[src/rtl/hazard_fwd_unit.sv]
// Hazard detection and operand forwarding for the 5-stage RISC-V pipeline.
// Shadows the destination/op type of the EX and MEM instructions to resolve ID-stage dependencies.
module hazard_fwd_unit #(
    parameter int RegAddrW = 5,
    parameter int OptW     = 2
) (
    input  logic                clk,
    input  logic                rst,
    input  logic                rs1use_ID,
    input  logic                rs2use_ID,
    input  logic [OptW-1:0]     hazard_optype_ID,
    input  logic [RegAddrW-1:0] rd_ID,
    input  logic [RegAddrW-1:0] rs1_ID,
    input  logic [RegAddrW-1:0] rs2_ID,
    input  logic                Branch_ID,
    output logic                PC_EN_IF,
    output logic                reg_FD_EN,
    output logic                reg_FD_flush,
    output logic                reg_DE_flush,
    output logic [1:0]          forward_ctrl_A,
    output logic [1:0]          forward_ctrl_B,
    output logic                forward_ctrl_ls
);

    localparam logic [OptW-1:0] OPT_NONE  = OptW'(0);
    localparam logic [OptW-1:0] OPT_ALU   = OptW'(1);
    localparam logic [OptW-1:0] OPT_LOAD  = OptW'(2);
    localparam logic [OptW-1:0] OPT_STORE = OptW'(3);

    logic [OptW-1:0]     opt_EX, opt_MEM;
    logic [RegAddrW-1:0] rd_EX, rd_MEM;
    logic                st_fwd_EX, st_fwd_MEM;

    logic a_ex, a_mem, b_ex, b_mem;
    logic load_use, st_fwd_ID;

    // EX has priority: a source matching EX never looks at MEM, even if EX is a stalled load.
    function automatic logic [1:0] fwd_sel(input logic ex_m, input logic mem_m,
                                           input logic [OptW-1:0] oe, input logic [OptW-1:0] om);
        logic [1:0] sel;
        sel = 2'b00;
        if (ex_m) begin
            if (oe == OPT_ALU) sel = 2'b01;
        end else if (mem_m) begin
            if (om == OPT_ALU)       sel = 2'b10;
            else if (om == OPT_LOAD) sel = 2'b11;
        end
        return sel;
    endfunction

    always_comb begin
        a_ex  = rs1use_ID && (rs1_ID != '0) && (rs1_ID == rd_EX)
                && ((opt_EX == OPT_ALU) || (opt_EX == OPT_LOAD));
        a_mem = rs1use_ID && (rs1_ID != '0) && (rs1_ID == rd_MEM)
                && ((opt_MEM == OPT_ALU) || (opt_MEM == OPT_LOAD));
        b_ex  = rs2use_ID && (rs2_ID != '0) && (rs2_ID == rd_EX)
                && ((opt_EX == OPT_ALU) || (opt_EX == OPT_LOAD));
        b_mem = rs2use_ID && (rs2_ID != '0) && (rs2_ID == rd_MEM)
                && ((opt_MEM == OPT_ALU) || (opt_MEM == OPT_LOAD));

        // A store only needing the load result as its data can pick it up later in MEM.
        load_use  = (opt_EX == OPT_LOAD) &&
                    (a_ex || (b_ex && (hazard_optype_ID != OPT_STORE)));
        st_fwd_ID = (hazard_optype_ID == OPT_STORE) && (opt_EX == OPT_LOAD) && b_ex && !load_use;

        forward_ctrl_A  = fwd_sel(a_ex, a_mem, opt_EX, opt_MEM);
        forward_ctrl_B  = fwd_sel(b_ex, b_mem, opt_EX, opt_MEM);
        forward_ctrl_ls = st_fwd_MEM;
    end

    // A stall overrides a branch: the branch operands are not valid until the load reaches MEM.
    always_comb begin
        PC_EN_IF     = 1'b1;
        reg_FD_EN    = 1'b1;
        reg_FD_flush = 1'b0;
        reg_DE_flush = 1'b0;
        if (load_use) begin
            PC_EN_IF     = 1'b0;
            reg_FD_EN    = 1'b0;
            reg_DE_flush = 1'b1;
        end else if (Branch_ID) begin
            reg_FD_flush = 1'b1;
        end
    end

    always_ff @(posedge clk or posedge rst) begin
        if (rst) begin
            opt_EX     <= OPT_NONE;
            rd_EX      <= '0;
            opt_MEM    <= OPT_NONE;
            rd_MEM     <= '0;
            st_fwd_EX  <= 1'b0;
            st_fwd_MEM <= 1'b0;
        end else begin
            opt_MEM    <= opt_EX;
            rd_MEM     <= rd_EX;
            st_fwd_MEM <= st_fwd_EX;
            if (reg_DE_flush) begin
                opt_EX    <= OPT_NONE;
                rd_EX     <= '0;
                st_fwd_EX <= 1'b0;
            end else begin
                opt_EX    <= hazard_optype_ID;
                rd_EX     <= rd_ID;
                st_fwd_EX <= st_fwd_ID;
            end
        end
    end

endmodule
[config.mk]
export PLATFORM = sky130hd
export DESIGN_NAME = hazard_fwd_unit
export DESIGN_NICKNAME = d
export VERILOG_FILES = /design/src/rtl/hazard_fwd_unit.sv
export SDC_FILE = /design/constraint.sdc
export NUM_CORES = 1
export LEC_CHECK = 0
export ABC_AREA = 1
export CAP_MARGIN = 10
export CORE_MARGIN = 2
export CORE_UTILIZATION = 52
export CTS_BUF_LIST = sky130_fd_sc_hd__clkbuf_4
export DETAILED_ROUTE_END_ITERATION = 8
export PLACE_DENSITY = 0.95
export RECOVER_POWER = 25
export SLEW_MARGIN = 30
export SYNTH_ARGS = -nofsm -noshare
export SYNTH_HDL_FRONTEND = slang
export SYNTH_SLANG_ARGS = --single-unit
[constraint.sdc]
create_clock -name clk -period 2.6 [get_ports clk]
set_input_delay 0.39 -clock clk [delete_from_list [all_inputs] [get_ports clk]]
set_output_delay 0.39 -clock clk [all_outputs]
set_load 0.01 [all_outputs]
* Word level (Yosys, flattened, before mapping)
Index checks and enable logic that the tools add are counted.
** Operators by class
- Eq/ne operators :: 10
- Muxes and demuxes :: 14
- Reductions and logical operators :: 21
** Operators by type and width (number)
- equality test 5 bit :: 4
- logical AND 1 bit :: 15
- 2-to-1 mux 2 bit :: 7
- nonzero test 5 bit :: 2
- equality test 2 bit (second input constant) :: 3
- 2-to-1 mux 1 bit :: 6
- 2-to-1 mux 5 bit :: 1
- equality test 2 x 1 -> 1 bit (second input constant) :: 2
- logical OR 1 bit :: 3
- inequality test 2 bit (second input constant) :: 1
- logical NOT 1 bit :: 1
** Word-level totals
- Flip-flop bits (word level) :: 16
- Input port bits :: 22
- Word-level logic and storage cells :: 51

* Longest topological paths before layout
Gate-level depths: netlist (run 1).
- Depth in word-level cells :: 10
- Gate-level depth with buffers :: 9
- Gate-level depth less buffers :: 9

* Worst setup path before layout (run 1)
OpenSTA, ideal clock, no wires.
- Path type :: register to output
- Start point :: register opt_EX[0]
- End point :: output reg_FD_EN
- Data arrival time :: 1.380 ns
- Data required time :: 2.210 ns
- Slack :: 0.830 ns
- Cell stages (with the launch flop) :: 10
- Cells stage by stage :: dfrtp_1 -> inv_1 -> ha_1 -> a21oi_1 -> nand2_1 -> nor2_2 -> nand4_2 -> nand2_4 -> nand2_4 -> buf_4
** Between the ends
- Cells in the longest elaborated chain, start to end :: 7
- Elaborated cells between the ends (all ways) :: 9
- Those cells by class :: 2 x eq/ne; 1 x mux; 6 x reduce/logical
** RTL lines
- start, declared :: line 30 : logic [OptW-1:0] opt_EX, opt_MEM;
- start signal, assigned :: line 103 : opt_EX <= hazard_optype_ID;
- equality test 2 x 1 -> 1 bit / equality test 2 bit (equally long branches) :: line 53, 57, 62
- logical OR 1 bit :: line 53, 57
- logical AND 1 bit :: line 57 : && ((opt_EX == OPT_ALU) || (opt_EX == OPT_LOAD));
- logical AND 1 bit :: line 63 : (a_ex || (b_ex && (hazard_optype_ID != OPT_STORE)));
- logical OR 1 bit :: line 63
- logical AND 1 bit (*) :: line 62 : load_use = (opt_EX == OPT_LOAD) &&
- 2-to-1 mux 1 bit (*)
- end, declared :: line 17 : output logic reg_FD_EN,
Every way passes the cells marked *; elsewhere a longest branch is shown, timed or not.

* Worst setup path after layout (run 1)
- Start point :: input rs2_ID[0]
- End point :: output forward_ctrl_B[1]
** Between the ends
- Cells in the longest elaborated chain, start to end :: 6
- Elaborated cells between the ends (all ways) :: 10
- Those cells by class :: 2 x eq/ne; 2 x mux; 6 x reduce/logical
** RTL lines
- start, declared :: line 14 : input logic [RegAddrW-1:0] rs2_ID,
- nonzero test 5 bit :: line 56, 58
- logical AND 1 bit :: line 56, 58
- logical AND 1 bit :: line 58 : b_mem = rs2use_ID && (rs2_ID != '0) && (rs2_ID == rd_MEM)
- logical AND 1 bit :: line 59 : && ((opt_MEM == OPT_ALU) || (opt_MEM == OPT_LOAD));
- 2-to-1 mux 2 bit :: line 44 : end else if (mem_m) begin
- 2-to-1 mux 2 bit (*) :: line 42 : if (ex_m) begin
- end, declared :: line 21 : output logic [1:0] forward_ctrl_B,
Marks and branches as above.

==> results of run 1 <==
## per-stage QoR
step	worst slack, ps	cells	util	hold slack, ps
floorplan	830	148	-	304
global placement	0.996	204	0.711	333
detailed placement	-8.93	204	0.711	336
CTS	8.58	208	0.730	354
global route	7.22	208	0.738	377
finish	139	208	0.738	354
## what timing repair did
item,in CTS,in global routing
hold buffers,0,0
hold endpoints to repair,0,0
pin swaps,1,0
cloned,0,0
resized for setup,4,7
setup buffers,1,0
endpoints found under the setup margin,3,6
## layout make-up
| class | count | area, µm² |
|---|---|---|
| repair buffers | 32 | 324 |
| inverters | 36 | 135 |
| multi-input cells | 94 | 488 |
| flip-flops and latches | 16 | 400 |
| clock buffers | 3 | 22.5 |
| fillers | 160 | 498 |
| well taps | 27 | 33.8 |
## sequential cells by signal, summed over array words and instances, names as in the netlist
signal           cells
rd_MEM               5
st_fwd_EX            1
opt_MEM              2
rd_EX                5
opt_EX               2
forward_ctrl_ls      1
## path summary, 6_finish.rpt
kind                            startpoint                end  slack, ps  cells past startpoint
worst max-delay path             rs2_ID[0]  forward_ctrl_B[1]        140                      9
min in group asynchronous              rst          rd_MEM[2]        610                      2
worst min register to register   st_fwd_EX    forward_ctrl_ls        350                      0
worst max register to register   opt_EX[1]           rd_EX[0]        990                      8
worst min-delay path             st_fwd_EX    forward_ctrl_ls        350                      0
max in group asynchronous              rst          rd_MEM[0]       1630                      2
## cell usage in the layout (no fill, tap or decap), drive strengths merged
cell / netlist / final
o22ai: 1 / 1
nand3: 6 / 6
dlymetal6s2s: 0 / 6
dfrtp: 16 / 16
nor3: 2 / 2
xor2: 1 / 1
buf: 2 / 1
xnor2: 1 / 1
nand4: 6 / 6
dlygate4sd3: 0 / 1
dlygate4sd2: 0 / 2
o21ai: 3 / 3
nor2: 12 / 12
inv: 36 / 36
a21oi: 12 / 12
clkdlybuf4s50: 0 / 21
ha: 3 / 3
nand2: 47 / 47
clkbuf: 0 / 4
## routing by layer
layer  track usage  vias to the layer above  share of wire
met4        0.0714                        0         0.0082
met5             0                        -              0
met3        0.0309                        2          0.047
met2         0.475                       31           0.55
li1              -                      518              -
met1         0.252                      453           0.39
## kinds of logic (layout without fill, tap and decap cells)
| kind of cell | after synthesis | count (layout) | synth area share |
|---|---|---|---|
| AND/OR/NAND/NOR | 73 | 73 | 0.330 |
| buffers and inverters | 38 | 71 | 0.147 |
| AO/OA/AOI/OAI | 16 | 16 | 0.0794 |
| flip-flops | 16 | 16 | 0.391 |
| adder cells (fa/ha/maj) | 3 | 3 | 0.0366 |
| XOR/XNOR | 2 | 2 | 0.0171 |
## worst reg2reg max path, cell delays in order (launching register included)
cell,delay (ps)
dfrtp_1,410
ha_1,320
a21oi_2,120
nand4_1,80
nor2_1,120
nand2_2,100
nand2_4,120
buf_4,140
a21oi_1,70
## power groups by stage
stage	sequential (µW)	clock (µW)	combinational [µW]
after floorplan	272	0	63.9
after global placement	275	0	116
after detailed placement	276	0	119
after CTS	271	123	122
after global routing	273	136	136
final	271	121	121
==> flow_summary.ini, run 1 <==
[floorplan]
initial_core_util = 0.539
fp.dieW_um = 48.4
die-area_um2 = 2340
coreArea_um2 = 1900
io_pins = 31
die_h_um = 48.4
rows = 16

[synth]
synth_area_leaders = dfrtp_1, nand2_1, inv_1
yosysUniqueCellTypes = 20
synth_top_flop_cell = dfrtp_1
mappedNetlistNets = 173
synth_area_per_cell_um2 = 6.92
syn_inst = 148
synth_edf_count = 0
synth_top_area_cell = dfrtp_1
synth-seq-area-share = 0.391
synth.top_cell.area_share = 0.391
synth_most_common_cell = nand2_1
synth-seq-cells = 16
ys_warn_count = 0
synth_area_um2 = 1020
async_flop_share = 1.00
netlist_top_cells_count = nand2_1, inv_1, dfrtp_1, a21oi_1, nor2_1

[worst_setup_path]
cp.arrival_ps = 2070
critPathCaptureType = output port
cp_common_cell = clkdlybuf4s50_1
start_kind = input pin
worst-setup-path-type = in2out
cp_top_family = buffers and inverters
cp_max_fo = 4
timing.critical_path.cells = clkdlybuf4s50_1 -> inv_2 -> nand2_1 -> nand3_1 -> nor2_4 -> nand3_2 -> inv_1 -> nor2_1 -> clkdlybuf4s50_1
slowest_stage = clkdlybuf4s50_1
crit_buf_inv = 4
crit_required_ps = 2210
crit_path_max_incr_delay_ps = 550

[placement]
post_dp_cell_area_um2 = 1350
hpwl_um = 2070
place_congestion = 0.881
portBuffers = 30

[clock_tree]
cts_tree = yes
numCtsBuffers = 3
clkTransAtPathRegs_ps = 80
cts_buffer_depth = 2
root_buffer = clkbuf_4
cts.htree.levels = 1
clock_sinks = 16
clk_latency_ps = 270

[finish]
drive_above_1_share = 0.110
area_growth_pct = 37.0
antenna_cells = 0
fin_area_um2 = 1400
nets = 208

[pwr]
power_uw = 514
comb_power_share = 0.236
internal-power_uw = 371
p_per_area_nw_per_um2 = 366
p_leak_uw = 0.000822
peakVddDrop_mv = 0.343
p_clk_frac = 0.236
p_switching_uw = 142
switching_share = 0.277
p_seq_frac = 0.528

[grt]
grt_max_degree = 17
antenna_found_initial = 0
overflow = 0
grtUsageTotal = 0.236
grt_pass1_wl_um = 4270
grt_pass1_vias = 971

[timing]
period_share = 0.947
fin_crit_ps = 2460
finalHoldViolations = 0
max_freq_ghz = 0.406
tightest_slew_ps = 561
clock_skew_ps = 2.19
slew_headroom = 0.626
finalSetupViolCount = 0
rsz0062_at_grt = no
tns_ps = 0
drv_slew = 0

[detailed_routing]
drtPass1Iterations = 4
viasPerCell = 4.83
route.vias.total = 1004
drc = 0
drtAntennaViolNets = 0
routed_wl_um = 2450
drt_iter0_markers = 32
wl_per_cell_um = 11.8

[flow_run]
max_cap_violations = 0

[run_status]
status = completed

[min_path]
hp-class = reg2reg
Power figures use the tool's default switching activity.
==> run 2, diff against run 1 <==
CAP_MARGIN = 40   (was 10)
==> results of run 2 <==
The final DEF is identical to that of run 1; final timing and power are the same.
==> run 3, diff against run 2 <==
GPL_TIMING_DRIVEN = 0   (was unset)
==> run 3 against run 2 <==
Net effect: via count increased by 1.3%; fmax increased by 0.51%; sequential power about the same; die area unchanged; count of clock-buffer cells in the layout unchanged.
==> flow_summary.ini, run 3 (synthesized netlist as in run 1, its figures left out) <==
[floorplan]
die_h_um = 48.4
io_pins = 31
rows = 16
fp.dieW_um = 48.4
initial_core_util = 0.539
die-area_um2 = 2340
coreArea_um2 = 1900

[detailed_routing]
wl_per_cell_um = 10.8
route.vias.total = 1017
routed_wl_um = 2300
drtAntennaViolNets = 0
drtPass1Iterations = 4
drc = 0
drt_iter0_markers = 22
viasPerCell = 4.80

[worst_setup_path]
r2r_end = rd_EX[4]
worst_r2r_path_depth = 8
start_kind = input pin
crit_required_ps = 2210
r2r_slack_ps = 980
slowest_stage = clkdlybuf4s50_1
cp_common_cell = nand2_1
critPathCaptureType = output port
worst-setup-path-type = in2out
rr_startpoint = opt_EX[1]
cp_max_fo = 4
timing.critical_path.cells = clkdlybuf4s50_1 -> inv_2 -> nand2_1 -> nand2_1 -> nor2_1 -> nand3_1 -> nor2_2 -> nand2_1 -> nor2_1 -> clkdlybuf4s50_1
setup.worst_path.end = forward_ctrl_A[1]
cp.arrival_ps = 2060
crit_path_max_incr_delay_ps = 540
critPathLaunch = rs1_ID[1]

[timing]
rsz0062_at_grt = no
holdWs_ps = 364
finalHoldViolations = 0
slew_headroom = 0.640
finalSetupViolCount = 0
fin_crit_ps = 2450
period_share = 0.942
drv_slew = 0
clock_skew_ps = 0.792
max_freq_ghz = 0.408
worst_slack_ps = 152
tightest_slew_ps = 540

[grt]
grt_pass1_wl_um = 3960
grt_max_degree = 17
grt_pass1_vias = 1008
overflow = 0
antenna_found_initial = 0
grtUsageTotal = 0.222

[clock_tree]
clk_latency_ps = 280
cts.htree.levels = 1
numCtsBuffers = 3
cts_buffer_depth = 2
cts_tree = yes
clock_sinks = 16
clkTransAtPathRegs_ps = 80
postCtsHoldBufs = 0
root_buffer = clkbuf_4

[finish]
finalNonFillerCells = 212
drive_above_1_share = 0.130
area_growth_pct = 39.0
n_fill_cell = 136
multi_input_comb_area_um2 = 482
nets = 211
finish.utilization = 0.749
antenna_cells = 0
reg_top3 = rd_EX: 5 flops, rd_MEM: 5 flops
ff_latch_area_um2 = 400
fin_area_um2 = 1420
mostFrequentLayoutCells = nand2_1, inv_1, clkdlybuf4s50_1, dfrtp_1, a21oi_1
final_common_cell = nand2_1

[pwr]
peakVddDrop_mv = 0.297
p_leak_uw = 0.000834
p_per_area_nw_per_um2 = 363

[run_status]
status = completed

[placement]
post_dp_cell_area_um2 = 1360
hpwl_um = 1860
place_congestion = 0.872
preCtsSetupSlack_ps = -26.5
portBuffers = 30
placed_cells = 205

[min_path]
hp-class = reg2reg

[flow_run]
max_cap_violations = 0
==> run 3: cell type report <==
class                      count  area share
buffer                         2      0.0105
clock buffer                   3      0.0158
clock inverter                 1     0.00264
inverter                      36      0.0949
multi-input combinational     94       0.338
sequential                    16       0.281
tap                           27      0.0237
timing repair buffer          33       0.233
==> run 3: timing repair <==
item | in CTS | in global routing
pin swaps | 2 | 1
gates resized for setup | 4 | 6
buffers inserted | 3 | 0
setup endpoints to repair | 4 | 5
==> run 3: power breakdown <==
| part | switching (µW) | internal (µW) | total [µW] | leakage, µW |
|---|---|---|---|---|
| Combinational | 61.6 | 58.6 | 120 | 0.000627 |
| Sequential | 10.6 | 260 | 271 | 0.000191 |
| Clock | 69.9 | 55.7 | 126 | 0.0000154 |
==> run 3: metrics by stage <==
step                      setup TNS [ps]  total power, µW
after CTS                              0              523
after detailed placement           -26.5              394
after global placement                 0              390
final                                  0              517
after global routing                   0              547
after floorplan                        0              336
==> run 3: worst min-delay path by stage <==
| stage | depth (start not counted) | slack (ps) | to | startpoint |
|---|---|---|---|---|
| after global routing | 0 | 390 | forward_ctrl_ls | st_fwd_EX |
| after floorplan | 1 | 300 | forward_ctrl_ls | rst |
| after CTS | 0 | 370 | forward_ctrl_ls | st_fwd_EX |
| final | 0 | 360 | forward_ctrl_ls | st_fwd_EX |
| after global placement | 0 | 330 | forward_ctrl_ls | st_fwd_EX |
| after detailed placement | 0 | 350 | forward_ctrl_ls | st_fwd_EX |
==> run 3: routing by layer <==
layer	vias up	GRT usage	wire length, µm
met2	32	0.405	1240
li1	525	-	-
met4	0	0.152	77
met3	8	0.0432	92
met5	-	0	0
met1	452	0.228	888
==> run 3: critical path: cells and delay by family <==
family,cells,cell delay [ps]
buffers and inverters,3,1120
and+or+nand+nor,7,550
